File: src/rtl/toggle_pulse_decoder.sv
// Turns each level change of a remote toggle flip-flop into a one-cycle local pulse,
// counts events and measures the cycle interval between them through a valid/ready holder.
module toggle_pulse_decoder #(
    parameter int CNT_W   = 8,
    parameter int PER_W   = 16,
    parameter int TIMEOUT = 1000
) (
    input  logic             clk,
    input  logic             reset,
    input  logic             in_Tog,
    input  logic             in_Clear,
    input  logic             in_Ready,
    output logic             out_Pulse,
    output logic [CNT_W-1:0] out_Count,
    output logic             out_Ovf,
    output logic [PER_W-1:0] out_Period,
    output logic             out_Valid,
    output logic             out_Lost,
    output logic             out_Timeout
);

    typedef enum logic {
        IDLE,
        MEASURE
    } state_t;

    localparam logic [CNT_W-1:0] CNT_MAX   = '1;
    localparam logic [CNT_W-1:0] CNT_ONE   = CNT_W'(1);
    localparam logic [PER_W-1:0] PER_ONE   = PER_W'(1);
    localparam logic [PER_W-1:0] TIMEOUT_V = PER_W'(TIMEOUT);

    logic             r_sync1;
    logic             r_sync2;
    logic             r_sync3;
    logic [1:0]       r_warm;
    logic             r_pulse;
    logic [CNT_W-1:0] r_count;
    logic             r_ovf;
    logic [PER_W-1:0] r_period;
    logic             r_valid;
    logic             r_lost;
    logic             r_timeout;
    state_t           r_state;
    logic [PER_W-1:0] r_interval;

    logic             w_edge;
    state_t           w_stateNext;
    logic [PER_W-1:0] w_intervalNext;
    logic             w_capture;
    logic             w_timeout;

    // Edges are masked until the chain has filled, so a high level at reset release is not an event.
    assign w_edge = (r_sync2 ^ r_sync3) & (r_warm == 2'd3);

    always_ff @(posedge clk or negedge reset) begin
        if (!reset) begin
            r_sync1 <= 1'b0;
            r_sync2 <= 1'b0;
            r_sync3 <= 1'b0;
            r_warm  <= 2'd0;
            r_pulse <= 1'b0;
        end else begin
            r_sync1 <= in_Tog;
            r_sync2 <= r_sync1;
            r_sync3 <= r_sync2;
            if (r_warm != 2'd3) begin
                r_warm <= r_warm + 2'd1;
            end
            r_pulse <= w_edge;
        end
    end

    always_ff @(posedge clk or negedge reset) begin
        if (!reset) begin
            r_count <= '0;
            r_ovf   <= 1'b0;
        end else if (in_Clear) begin
            r_count <= '0;
            r_ovf   <= 1'b0;
        end else if (w_edge) begin
            if (r_count != CNT_MAX) begin
                r_count <= r_count + CNT_ONE;
            end else begin
                r_ovf <= 1'b1;
            end
        end
    end

    always_ff @(posedge clk or negedge reset) begin
        if (!reset) begin
            r_state    <= IDLE;
            r_interval <= '0;
            r_timeout  <= 1'b0;
        end else begin
            r_state    <= w_stateNext;
            r_interval <= w_intervalNext;
            r_timeout  <= w_timeout;
        end
    end

    // An edge on the timeout cycle wins: it is checked before the timeout compare.
    always_comb begin
        w_stateNext    = r_state;
        w_intervalNext = r_interval;
        w_capture      = 1'b0;
        w_timeout      = 1'b0;
        case (r_state)
            IDLE: begin
                if (w_edge) begin
                    w_stateNext    = MEASURE;
                    w_intervalNext = PER_ONE;
                end
            end
            MEASURE: begin
                if (w_edge) begin
                    w_capture      = 1'b1;
                    w_intervalNext = PER_ONE;
                end else if (r_interval == TIMEOUT_V) begin
                    w_stateNext    = IDLE;
                    w_intervalNext = '0;
                    w_timeout      = 1'b1;
                end else begin
                    w_intervalNext = r_interval + PER_ONE;
                end
            end
            default: begin
                w_stateNext    = IDLE;
                w_intervalNext = '0;
            end
        endcase
    end

    always_ff @(posedge clk or negedge reset) begin
        if (!reset) begin
            r_period <= '0;
            r_valid  <= 1'b0;
            r_lost   <= 1'b0;
        end else begin
            if (w_capture && (!r_valid || in_Ready)) begin
                r_period <= r_interval;
                r_valid  <= 1'b1;
            end else if (r_valid && in_Ready) begin
                r_valid <= 1'b0;
            end
            if (in_Clear) begin
                r_lost <= 1'b0;
            end else if (w_capture && r_valid && !in_Ready) begin
                r_lost <= 1'b1;
            end
        end
    end

    assign out_Pulse   = r_pulse;
    assign out_Count   = r_count;
    assign out_Ovf     = r_ovf;
    assign out_Period  = r_period;
    assign out_Valid   = r_valid;
    assign out_Lost    = r_lost;
    assign out_Timeout = r_timeout;

endmodule
File: config.mk
export PLATFORM = sky130hd
export DESIGN_NAME = toggle_pulse_decoder
export DESIGN_NICKNAME = d
export VERILOG_FILES = /design/src/rtl/toggle_pulse_decoder.sv
export SDC_FILE = /design/constraint.sdc
export NUM_CORES = 1
export LEC_CHECK = 0
export CORE_AREA = 2 2 94 69
export DETAILED_ROUTE_END_ITERATION = 7
export DIE_AREA = 0 0 96 71
export HOLD_SLACK_MARGIN = 0.1
export PLACE_DENSITY_LB_ADDON = 0.2
export SLEW_MARGIN = 10
export SYNTH_ARGS = -nofsm -noshare
export SYNTH_HDL_FRONTEND = slang
export SYNTH_SLANG_ARGS = --single-unit
File: constraint.sdc
create_clock -name clk -period 2.95 [get_ports clk]
set_clock_uncertainty 0.1 [all_clocks]
set_input_delay 0.295 -clock clk [delete_from_list [all_inputs] [get_ports clk]]
set_output_delay 0.295 -clock clk [all_outputs]
set_load 0.1 [all_outputs]
* Word-level counts from Yosys, hierarchy flattened
Cells that the tools add are included.
** Word-level totals
- Register bits after elaboration :: 51
- Latch bits :: 0
- Memory bits (writable) :: 0
- ROM bits :: 0
- Input port bits :: 5
- Output and inout port bits :: 29
- Memories kept :: 0
** Operators by class
- Add/subtract/negate cells :: 3
- $mul :: 0
- Divide/modulo/power cells :: 0
- Order comparisons :: 0
- Eq/ne operators :: 6
- Shift-type cells :: 0
- Muxes and demuxes :: 22
- Bitwise logic cells :: 3
- Reduce and logical (&&, ||, !) cells :: 13
** Operator list (number)
- $mux 16 :: 3
- $pmux 16 s2 :: 1
- $mux 8 :: 3
- $add 16x1->16 const B :: 1
- $eq 16x10->1 const B :: 1
- $mux 1 :: 14
- $add 8x1->8 const B :: 1
- $ne 8x8->1 const B :: 1
- $reduce_bool 2->1 :: 4
- $ne 2x2->1 const B :: 3
- $logic_and 1x1->1 :: 4
- $reduce_and 2->1 :: 2
- $add 2x1->2 const B :: 1
- $eq 2x2->1 const B :: 1
- $logic_not 1->1 :: 2
- $pmux 1 s2 :: 1
- $and 1x1->1 :: 1
- $logic_or 1x1->1 :: 1
- $not 1->1 :: 1
- $xor 1x1->1 :: 1

* Depth between registers and ports, before layout
Gate-level depths: netlist (run 1).
- Depth in word-level cells :: 8
- Gate-level depth with buffers :: 7
- Mapped depth without buffers :: 6

* Worst setup path before layout (run 1)
OpenSTA, ideal clock, no wires.
- Kind :: register -> register
- From :: register r_count[0] (netlist: out_Count[0])
- To :: register r_count[1] (netlist: out_Count[1])
- Library setup time :: 0.131 ns
- Arrival time :: 2.082 ns
- Data required time :: 2.719 ns
- Slack :: 0.637 ns
- Cell stages (with the launch flop) :: 6
- Period minus slack after synthesis :: 2.313 ns
- Cell sequence :: dfrtp_1 > ha_1 > nand4_1 > o211ai_1 > mux2i_1 > nor2_1
** On the way
- Word-level cells in the longest chain between the ends :: 4
- Elaborated cells between the ends (all ways) :: 7
** RTL lines
- start: declaration :: line 37 : logic [CNT_W-1:0] r_count;
- start signal: assignment :: line 82 : r_count <= r_count + CNT_ONE;
- $add 8x1->8 :: line 82
- $mux 8 :: line 81 : if (r_count != CNT_MAX) begin
- $mux 8 :: line 80 : end else if (w_edge) begin
- $mux 8 :: line 77 : end else if (in_Clear) begin
Parallel ways exist; a longest one is shown, timed or not. The select of a mux whose other input is x is not followed.
A chain may end at the register's enable or synchronous reset.

* Final worst setup path (run 1)
- From :: register r_interval[0]
- To :: register r_interval[15]
** On the way
- Word-level cells in the longest chain between the ends :: 4
- Elaborated cells between the ends (all ways) :: 5
** RTL lines
- start: declaration :: line 44 : logic [PER_W-1:0] r_interval;
- start signal: assignment :: line 96 : r_interval <= w_intervalNext;
- $add 16x1->16 or $eq 16x10->1 (tied branches) :: line 123, 118
- $mux 16 (*) :: line 118 : end else if (r_interval == TIMEOUT_V) begin
- $mux 16 (*) :: line 115 : if (w_edge) begin
- $pmux 16 s2 (*) :: line 107 : case (r_state)
Every way passes the cells marked *; elsewhere a longest branch is shown, timed or not.

==> impl_metrics.tcl, run 1 <==
set metrics [dict create \
    die_w_um 96 \
    num-fill-cells 560 \
    synth_edf_count 0 \
    portBuffers 33 \
    grt_pass1_wl_um 8420 \
    p_leak_nw 1.31 \
    ir_drop_mv 0.287 \
    dieHeight_um 71 \
    critPathLaunchType "register" \
    drc 0 \
    vias 1824 \
    met2_usage_pct 20.4 \
    async_reset_ff_share_pct 100 \
    start_util_pct 41.4 \
    hold_viol_final 0 \
    ioPinCount 34 \
    vias_per_cell 5.44 \
    busiest_layer "met1" \
    wire_per_inst_um 15.2 \
    clk_pin_slew_worst_paths_ns 0.09 \
    fp.coreArea_um2 5980 \
    htree_num_levels 2 \
    cts_resized 0 \
    synth_area_per_cell_um2 11.3 \
    dr.first_iter.drc_count 128 \
    antenna_found_initial 0 \
    hold_path_class "register to register" \
    totalWireLength_um 5090 \
    most-common-layout-cells "dfrtp_1 (51), buf_4 (36), mux2_2 (20)" \
    grt_max_degree 38 \
    drive_gt1_share_pct 28.8 \
    insertion_delay_ns 0.31 \
    yosys_register_bits 51 \
    worst_pin_slew_ns 0.826 \
    die_area_um2 6820 \
    status "finished, final reports clean" \
    endpoint_kind "register" \
    power_density_nw_per_um2 546 \
    num_rows 24 \
    setup_viol 0 \
    slew_violations 0 \
    grt_overflow_total 0 \
    area_growth_pct 18.3 \
    syn_nets 227 \
    tritoncts "yes" \
    timing.final.crit_share_pct 77.6 \
    post-route-util_pct 48.9 \
    grt_pass1_vias 1628 \
    mostFrequentLayoutCell "dfrtp_1" \
    cp.arrival_ns 2.38 \
    crit_fanout 20 \
    met1_usage_pct 26.2 \
    grtUsageMet3_pct 3.73 \
    cts-root-buf "clkbuf_8" \
    numCtsBuffers 5 \
    rsz0062_at_grt "no" \
    fmax_mhz 437 \
    synthDistinctLibCells 46 \
    period_minus_slack_ns 2.29 \
    syn_inst 218 \
    yosysWarnings 0 \
    gp_congestion 0.864 \
    grtUsageTotal_pct 16.1 \
    drt_pre_antenna_iters 4 \
    slew_headroom_pct 44.9 \
    hpwlAfterDp_um 3600 \
    setup_tns_ns 0 \
    cts_sinks 51 \
    slowest_stage "or4b_4" \
    drv_cap 0 \
    path_class "register to register" \
    drtAntennaViolNets 0 \
    synth-seq-area-share_pct 51.6 \
    antenna_cells 0 \
    synthFlopType "dfrtp_1" \
    clock_tree.buffer_depth 2 \
    fin_nets 265 \
    path_cells "inv_1 > ha_1 > or4b_4 > nor4_4 > buf_4 > nor2_2 > a221o_1" \
    cp_slowest_stage_delay_ns 0.46 \
    worstPathRequired_ns 3.04 \
    syn_area_um2 2470 \
]
metrics by stage:
stage	hold WS [ns]	worst slack, ns	area (um^2)	total power [mW]	cells
2_1_floorplan	-0.101	0.637	2470	1.08	218
3_3_place_gp	0.234	0.740	2810	1.17	326
3_5_place_dp	0.243	0.674	2810	1.17	326
4_1_cts	0.265	0.654	2920	1.62	335
5_1_grt	0.275	0.543	2920	1.67	335
6_report	0.260	0.661	2920	1.60	335
synthesized netlist by cell type, drive strengths merged (3+ instances only):
| master | n | share of area (%) |
|---|---|---|
| dfrtp | 51 | 52 |
| mux2 | 20 | 9.1 |
| nand2 | 12 | 1.8 |
| nor4 | 12 | 3.6 |
| nand3 | 10 | 2.0 |
| nor2 | 10 | 1.6 |
| nor3 | 8 | 1.6 |
| buf | 7 | 1.9 |
| inv | 7 | 1.1 |
| o21ai | 7 | 1.6 |
| or3 | 7 | 2.0 |
| nand4 | 6 | 1.5 |
| o21a | 5 | 1.5 |
| o311ai | 5 | 1.8 |
| ha | 4 | 2.0 |
| o31ai | 4 | 1.4 |
| a211oi | 3 | 0.91 |
| a21o | 3 | 0.91 |
| a21oi | 3 | 0.61 |
| clkbuf | 3 | 0.51 |
sequential cells by signal, summed over array words and instances (netlist names), 2 cells and up:
| signal | count |
|---|---|
| r_warm | 2 |
| r_interval | 16 |
| out_Period | 16 |
| out_Count | 8 |
critical path, delay by kind of cell (launching register included):
kind / cells / cell delay (ns)
fa+ha+maj: 1 / 0.13
flops: 1 / 0.45
buf+inv: 2 / 0.36
simple gates: 3 / 0.79
compound gates: 1 / 0.33
kinds of logic (layout without fill, tap and decap cells):
logic type | count (synthesis) | in the layout | synth area share (%)
xor gates and xnor gates | 4 | 4 | 1.42
buffers and inverters | 17 | 56 | 3.49
adders and majority gates | 4 | 4 | 2.03
AOI/OAI and AO/OA | 40 | 40 | 12.5
muxes | 22 | 22 | 9.92
and+or+nand+nor | 80 | 80 | 19.0
DFF | 51 | 51 | 51.6
cell type report:
cell class	count	area [um^2]	share of cell area, %
Sequential cell	51	1280	43.6
Multi-Input combinational cell	150	1110	37.9
Timing Repair Buffer	41	315	10.8
Clock buffer	8	100	3.42
Tap cell	78	97.6	3.34
Inverter	7	26.3	0.899
final timing paths:
| path | slack (ns) | endpoint | from | depth (start not counted) |
|---|---|---|---|---|
| max | 0.66 | r_interval[15]$_DFFE_PN0P_ | r_interval[0]$_DFFE_PN0P_ | 7 |
| min | 0.26 | r_sync2$_DFF_PN0_ | r_sync1$_DFF_PN0_ | 0 |
| max reg2reg | 0.66 | r_interval[15]$_DFFE_PN0P_ | r_interval[0]$_DFFE_PN0P_ | 7 |
| min reg2reg | 0.26 | r_sync2$_DFF_PN0_ | r_sync1$_DFF_PN0_ | 0 |
| max in group asynchronous | 1.60 | r_interval[15]$_DFFE_PN0P_ | reset | 3 |
| min in group asynchronous | 0.51 | out_Count[1]$_DFFE_PN0P_ | reset | 2 |
metal layers:
layer  part of all wire [%]  vias to the layer above  wire, um
met1                     55                      878      2790
met4                   0.57                        0        29
met2                     40                       42      2040
li1                       -                      902         -
met3                    4.5                        2       229
met5                      0                        -         0
power breakdown:
| group | switching, mW | internal, mW |
|---|---|---|
| logic | 0.276 | 0.103 |
| registers | 0.0395 | 0.736 |
| clock network | 0.228 | 0.214 |
what timing repair did:
item / 4_1_cts / 5_1_grt
setup buffers: 0 / 0
setup endpoints to repair: 0 / 0
hold buffers: 1 / 0
hold endpoints to repair: 35 / 0
Note: power is estimated with default switching activity, not from simulation.
==> run 2, diff against run 1 <==
Clock period 2.95 ns to 2.05 ns, I/O delays scaled along.
==> impl_metrics.tcl, run 2 (synthesis results as in run 1) <==
set metrics [dict create \
    p_leak_nw 1.48 \
    fp.coreArea_um2 5980 \
    drv_cap 0 \
    reg2reg_slack_ns -0.09 \
    num_rows 24 \
    numCtsBuffers 5 \
    clock_tree.buffer_depth 2 \
    hpwlAfterDp_um 4250 \
    portBuffers 33 \
    finalNonFillerCells 360 \
    crit_fanout 5 \
    die_w_um 96 \
    critPathLaunchType "register" \
    most-common-layout-cells "buf_4 (52), dfrtp_1 (47), mux2_2 (19)" \
    endpoint_kind "register" \
    period_minus_slack_ns 2.14 \
    antenna_cells 0 \
    mostFrequentLayoutCell "buf_4" \
    fmax_mhz 468 \
    grtUsageMet3_pct 5.54 \
    reg2reg_to "r_interval[15]$_DFFE_PN0P_" \
    violations "negative setup slack" \
    worst_pin_slew_ns 0.641 \
    grtUsageTotal_pct 19.3 \
    grt_pass1_wl_um 9960 \
    reg2reg_depth 7 \
    slew_headroom_pct 57.3 \
    min_to "r_sync1$_DFF_PN0_" \
    dpl_worst_slack_ns -0.0171 \
    grt_overflow_total 0 \
    cts-root-buf "clkbuf_8" \
    wire_per_inst_um 16.7 \
    gp_congestion 0.843 \
    status "finished with violations" \
    hp-start "in_Tog" \
    drt_pre_antenna_iters 4 \
    ioPinCount 34 \
    antenna_found_initial 0 \
    drive_gt1_share_pct 41.1 \
    busiest_layer "met1" \
    fin_nets 290 \
    start_util_pct 41.4 \
    dr.first_iter.drc_count 109 \
    hold_path_class "input port to register" \
    num-fill-cells 528 \
    tritoncts "yes" \
    grt_max_degree 27 \
    ir_drop_mv 0.544 \
    timing.final.crit_share_pct 104 \
    met2_usage_pct 25.5 \
    setup_tns_ns -0.860 \
    met1_usage_pct 29.8 \
    placed_cell_area_um2 3090 \
    multi_input_area_um2 1180 \
    setup_viol 16 \
    cp.arrival_ns 2.25 \
    totalWireLength_um 6020 \
    drc 0 \
    cts_sinks 51 \
    r2r_start "r_interval[1]$_DFFE_PN0P_" \
    dieHeight_um 71 \
    hold_viol_final 0 \
    grt_pass1_vias 1952 \
    insertion_delay_ns 0.32 \
    slew_violations 0 \
    worstPathRequired_ns 2.16 \
    place_inst 348 \
    htree_num_levels 2 \
    area_growth_pct 33.5 \
    design_area_um2 3300 \
    vias 1970 \
    drtAntennaViolNets 0 \
    rsz0062_at_grt "yes" \
    timing.final.ws_setup_ns -0.0867 \
    vias_per_cell 5.47 \
    clk_pin_slew_worst_paths_ns 0.10 \
    power_density_nw_per_um2 754 \
    die_area_um2 6820 \
    holdPathStages 1 \
    seq_area_um2 1280 \
    path_class "register to register" \
]
## run 2: cell types whose count changed in the layout (fill, tap and decap cells not counted), moves of 2 or more
| cell | previous run | this run |
|---|---|---|
| buf_4 | 36 | 52 |
| buf_12 | 0 | 5 |
| dfrtp_1 | 51 | 47 |
| dfrtp_2 | 0 | 4 |
| buf_6 | 0 | 3 |
| nor3_1 | 8 | 5 |
| nor3_2 | 0 | 3 |
| a211oi_1 | 3 | 1 |
| a211oi_2 | 0 | 2 |
## run 2: how the worst max path moves through the flow
| stage | startpoint | to | slack [ns] | cells after the start |
|---|---|---|---|---|
| after floorplan | r_interval[0]$_DFFE_PN0P_ | r_interval[15]$_DFFE_PN0P_ | -0.07 | 6 |
| after global placement | r_interval[0]$_DFFE_PN0P_ | r_interval[15]$_DFFE_PN0P_ | 0.04 | 7 |
| after detailed placement | r_interval[0]$_DFFE_PN0P_ | r_interval[15]$_DFFE_PN0P_ | -0.02 | 7 |
| after CTS | r_interval[0]$_DFFE_PN0P_ | r_interval[15]$_DFFE_PN0P_ | -0.02 | 7 |
| after global routing | r_interval[1]$_DFFE_PN0P_ | r_interval[12]$_DFFE_PN0P_ | -0.18 | 7 |
| final | r_interval[1]$_DFFE_PN0P_ | r_interval[15]$_DFFE_PN0P_ | -0.09 | 7 |
## run 2: worst max-delay path: stages (launching register included)
cell and delay, ns:
dfrtp_1 0.40, inv_1 0.09, ha_4 0.12, or4b_4 0.47, nor4_4 0.30, buf_6 0.19, nor2_4 0.05, a221o_1 0.32
## run 2: power by group
group          total [mW]  switching, mW  internal [mW]
Clock               0.748          0.352          0.396
Combinational       0.639          0.444          0.194
Sequential           1.10         0.0387           1.06
Total                2.49          0.835           1.65
## run 2: per-stage QoR
stage               hold WS, ns  total power, mW  utilization, %
floorplan                -0.191             1.55               -
global placement          0.152             1.73            51.7
detailed placement        0.165             1.74            51.7
CTS                       0.220             2.49            54.1
global route              0.211             2.59            55.2
finish                    0.221             2.49            55.2
## run 2: metal layers
metal / wire length, um / share of wire [%]
met2: 2450 / 41
met1: 3190 / 53
met4: 91 / 1.5
met3: 290 / 4.8
met5: 0 / 0
## run 2: area by class of cell
type / count / share of cell area, %
clock buffer: 6 / 2.50
clock inverter: 2 / 1.06
inverter: 7 / 0.797
multi-input combinational: 150 / 35.8
sequential: 51 / 38.8
tap: 78 / 2.96
timing repair buffer: 66 / 18.0
## run 2: repair_timing
| action | CTS | global route |
|---|---|---|
| setup endpoints to repair | 3 | 18 |
| setup buffers | 1 | 1 |
| pin swaps | 0 | 6 |
| hold endpoints to repair | 24 | 0 |
| cloned | 0 | 1 |
| gates resized for setup | 2 | 8 |
| hold buffers | 1 | 0 |
==> run 3, diff against run 2 <==
Clock period 2.05 ns to 2.6 ns, I/O delays scaled along.
==> impl_metrics.tcl, run 3 (synthesis results as in run 1) <==
set metrics [dict create \
    endpoint_kind "register" \
    crit_fanout 15 \
    cp_num_buf_inv 2 \
    busiest_layer "met1" \
    vias_per_cell 5.50 \
    slowest_stage "or4b_4" \
    clk_pin_slew_worst_paths_ns 0.09 \
    met2_usage_pct 21.5 \
    rsz0062_at_grt "no" \
    hold_slack_ns 0.267 \
    cts_hold_buf 1 \
    vias 1843 \
    drtAntennaViolNets 0 \
    grt_overflow_total 0 \
    gp_congestion 0.927 \
    most-common-layout-cells "dfrtp_1 (51), buf_4 (36), mux2_2 (20)" \
    cts_setup_buffers 0 \
    timing.final.crit_share_pct 85.6 \
    numCtsBuffers 5 \
    ioPinCount 34 \
    num-fill-cells 554 \
    worstPathRequired_ns 2.70 \
    met1_usage_pct 28.4 \
    cp_top_family "simple AND/OR/NAND/NOR gates" \
    path_cells "inv_1 > ha_1 > or4b_4 > nor4_4 > buf_4 > nor2_2 > a221o_1" \
    dpl_worst_slack_ns 0.365 \
    portBuffers 33 \
    cts_sinks 51 \
    die_w_um 96 \
    drt_pre_antenna_iters 4 \
    cp.arrival_ns 2.32 \
    cts-root-buf "clkbuf_8" \
    htree_num_levels 2 \
    grtUsageMet3_pct 3.30 \
    timing.final.ws_setup_ns 0.375 \
    num_rows 24 \
    setup_viol 0 \
    dr.first_iter.drc_count 105 \
    worst_pin_slew_ns 0.638 \
    cts_resized 0 \
    antenna_found_initial 0 \
    insertion_delay_ns 0.31 \
    grt_pass1_wl_um 8990 \
    finalPower_mw 1.86 \
    grt_max_degree 52 \
    start_util_pct 41.4 \
    status "finished, final reports clean" \
    ir_drop_mv 0.432 \
    grtUsageTotal_pct 16.9 \
    drv_cap 0 \
    fmax_mhz 449 \
    clock_tree.buffer_depth 2 \
    power_density_nw_per_um2 635 \
    fp.coreArea_um2 5980 \
    place_inst 326 \
    area_growth_pct 18.8 \
    design_area_um2 2940 \
    hpwlAfterDp_um 3650 \
    hold_path_class "register to register" \
    path_class "register to register" \
    cp_slowest_stage_delay_ns 0.47 \
    dieHeight_um 71 \
    slew_violations 0 \
    seq_area_um2 1280 \
    drive_gt1_share_pct 29.2 \
    wire_per_inst_um 15.2 \
    post-route-util_pct 49.1 \
    fin_nets 265 \
    slew_headroom_pct 57.5 \
    period_minus_slack_ns 2.23 \
    mostFrequentLayoutCell "dfrtp_1" \
    drc 0 \
    tritoncts "yes" \
    p_leak_nw 1.32 \
    placed_cell_area_um2 2810 \
    grt_pass1_vias 1784 \
    totalWireLength_um 5110 \
    critPathLaunchType "register" \
    setup_tns_ns 0 \
    finalNonFillerCells 335 \
    hold_viol_final 0 \
    die_area_um2 6820 \
    multi_input_area_um2 1110 \
    antenna_cells 0 \
]
[run 3: cell count changes in the layout (fill, tap and decap cells not counted), moves of 3 or more]
| cell | delta |
|---|---|
| buf_12 | -5 |
| buf_4 | -16 |
| buf_6 | -3 |
| dfrtp_1 | +4 |
| dfrtp_2 | -4 |
| nor3_1 | +3 |
| nor3_2 | -3 |
[run 3: path summary, 6_finish.rpt]
path                                           start                    endpoint  slack [ns]  cells after the start
hold / removal                     r_sync1$_DFF_PN0_           r_sync2$_DFF_PN0_        0.27                      0
setup reg to reg           r_interval[0]$_DFFE_PN0P_  r_interval[15]$_DFFE_PN0P_        0.37                      7
max in group asynchronous                      reset   out_Period[1]$_DFFE_PN0P_        1.48                      3
min in group asynchronous                      reset    out_Count[1]$_DFFE_PN0P_        0.47                      3
setup / recovery           r_interval[0]$_DFFE_PN0P_  r_interval[15]$_DFFE_PN0P_        0.37                      7
hold reg to reg                    r_sync1$_DFF_PN0_           r_sync2$_DFF_PN0_        0.27                      0
[run 3: area by class of cell]
class                   instances  area share (%)
flip-flops and latches         51            43.5
multi-input cells             150            37.8
repair buffers                 41            10.7
well taps                      78            3.32
clock buffers                   5            2.34
clock inverters                 3            1.49
inverters                       7           0.895
[run 3: layer usage]
layer / routed length (um) / share of wire, % / vias up
li1: - / - / 893
met1: 2710 / 53 / 887
met2: 2080 / 41 / 58
met3: 274 / 5.4 / 5
met4: 44 / 0.86 / 0
met5: 0 / 0 / -
[run 3: power by group]
| part | leakage [nW] | internal [mW] | switching [mW] |
|---|---|---|---|
| logic | 0.589 | 0.116 | 0.313 |
| clock network | 0.0581 | 0.287 | 0.268 |
| registers | 0.672 | 0.835 | 0.0445 |
| total | 1.32 | 1.24 | 0.626 |
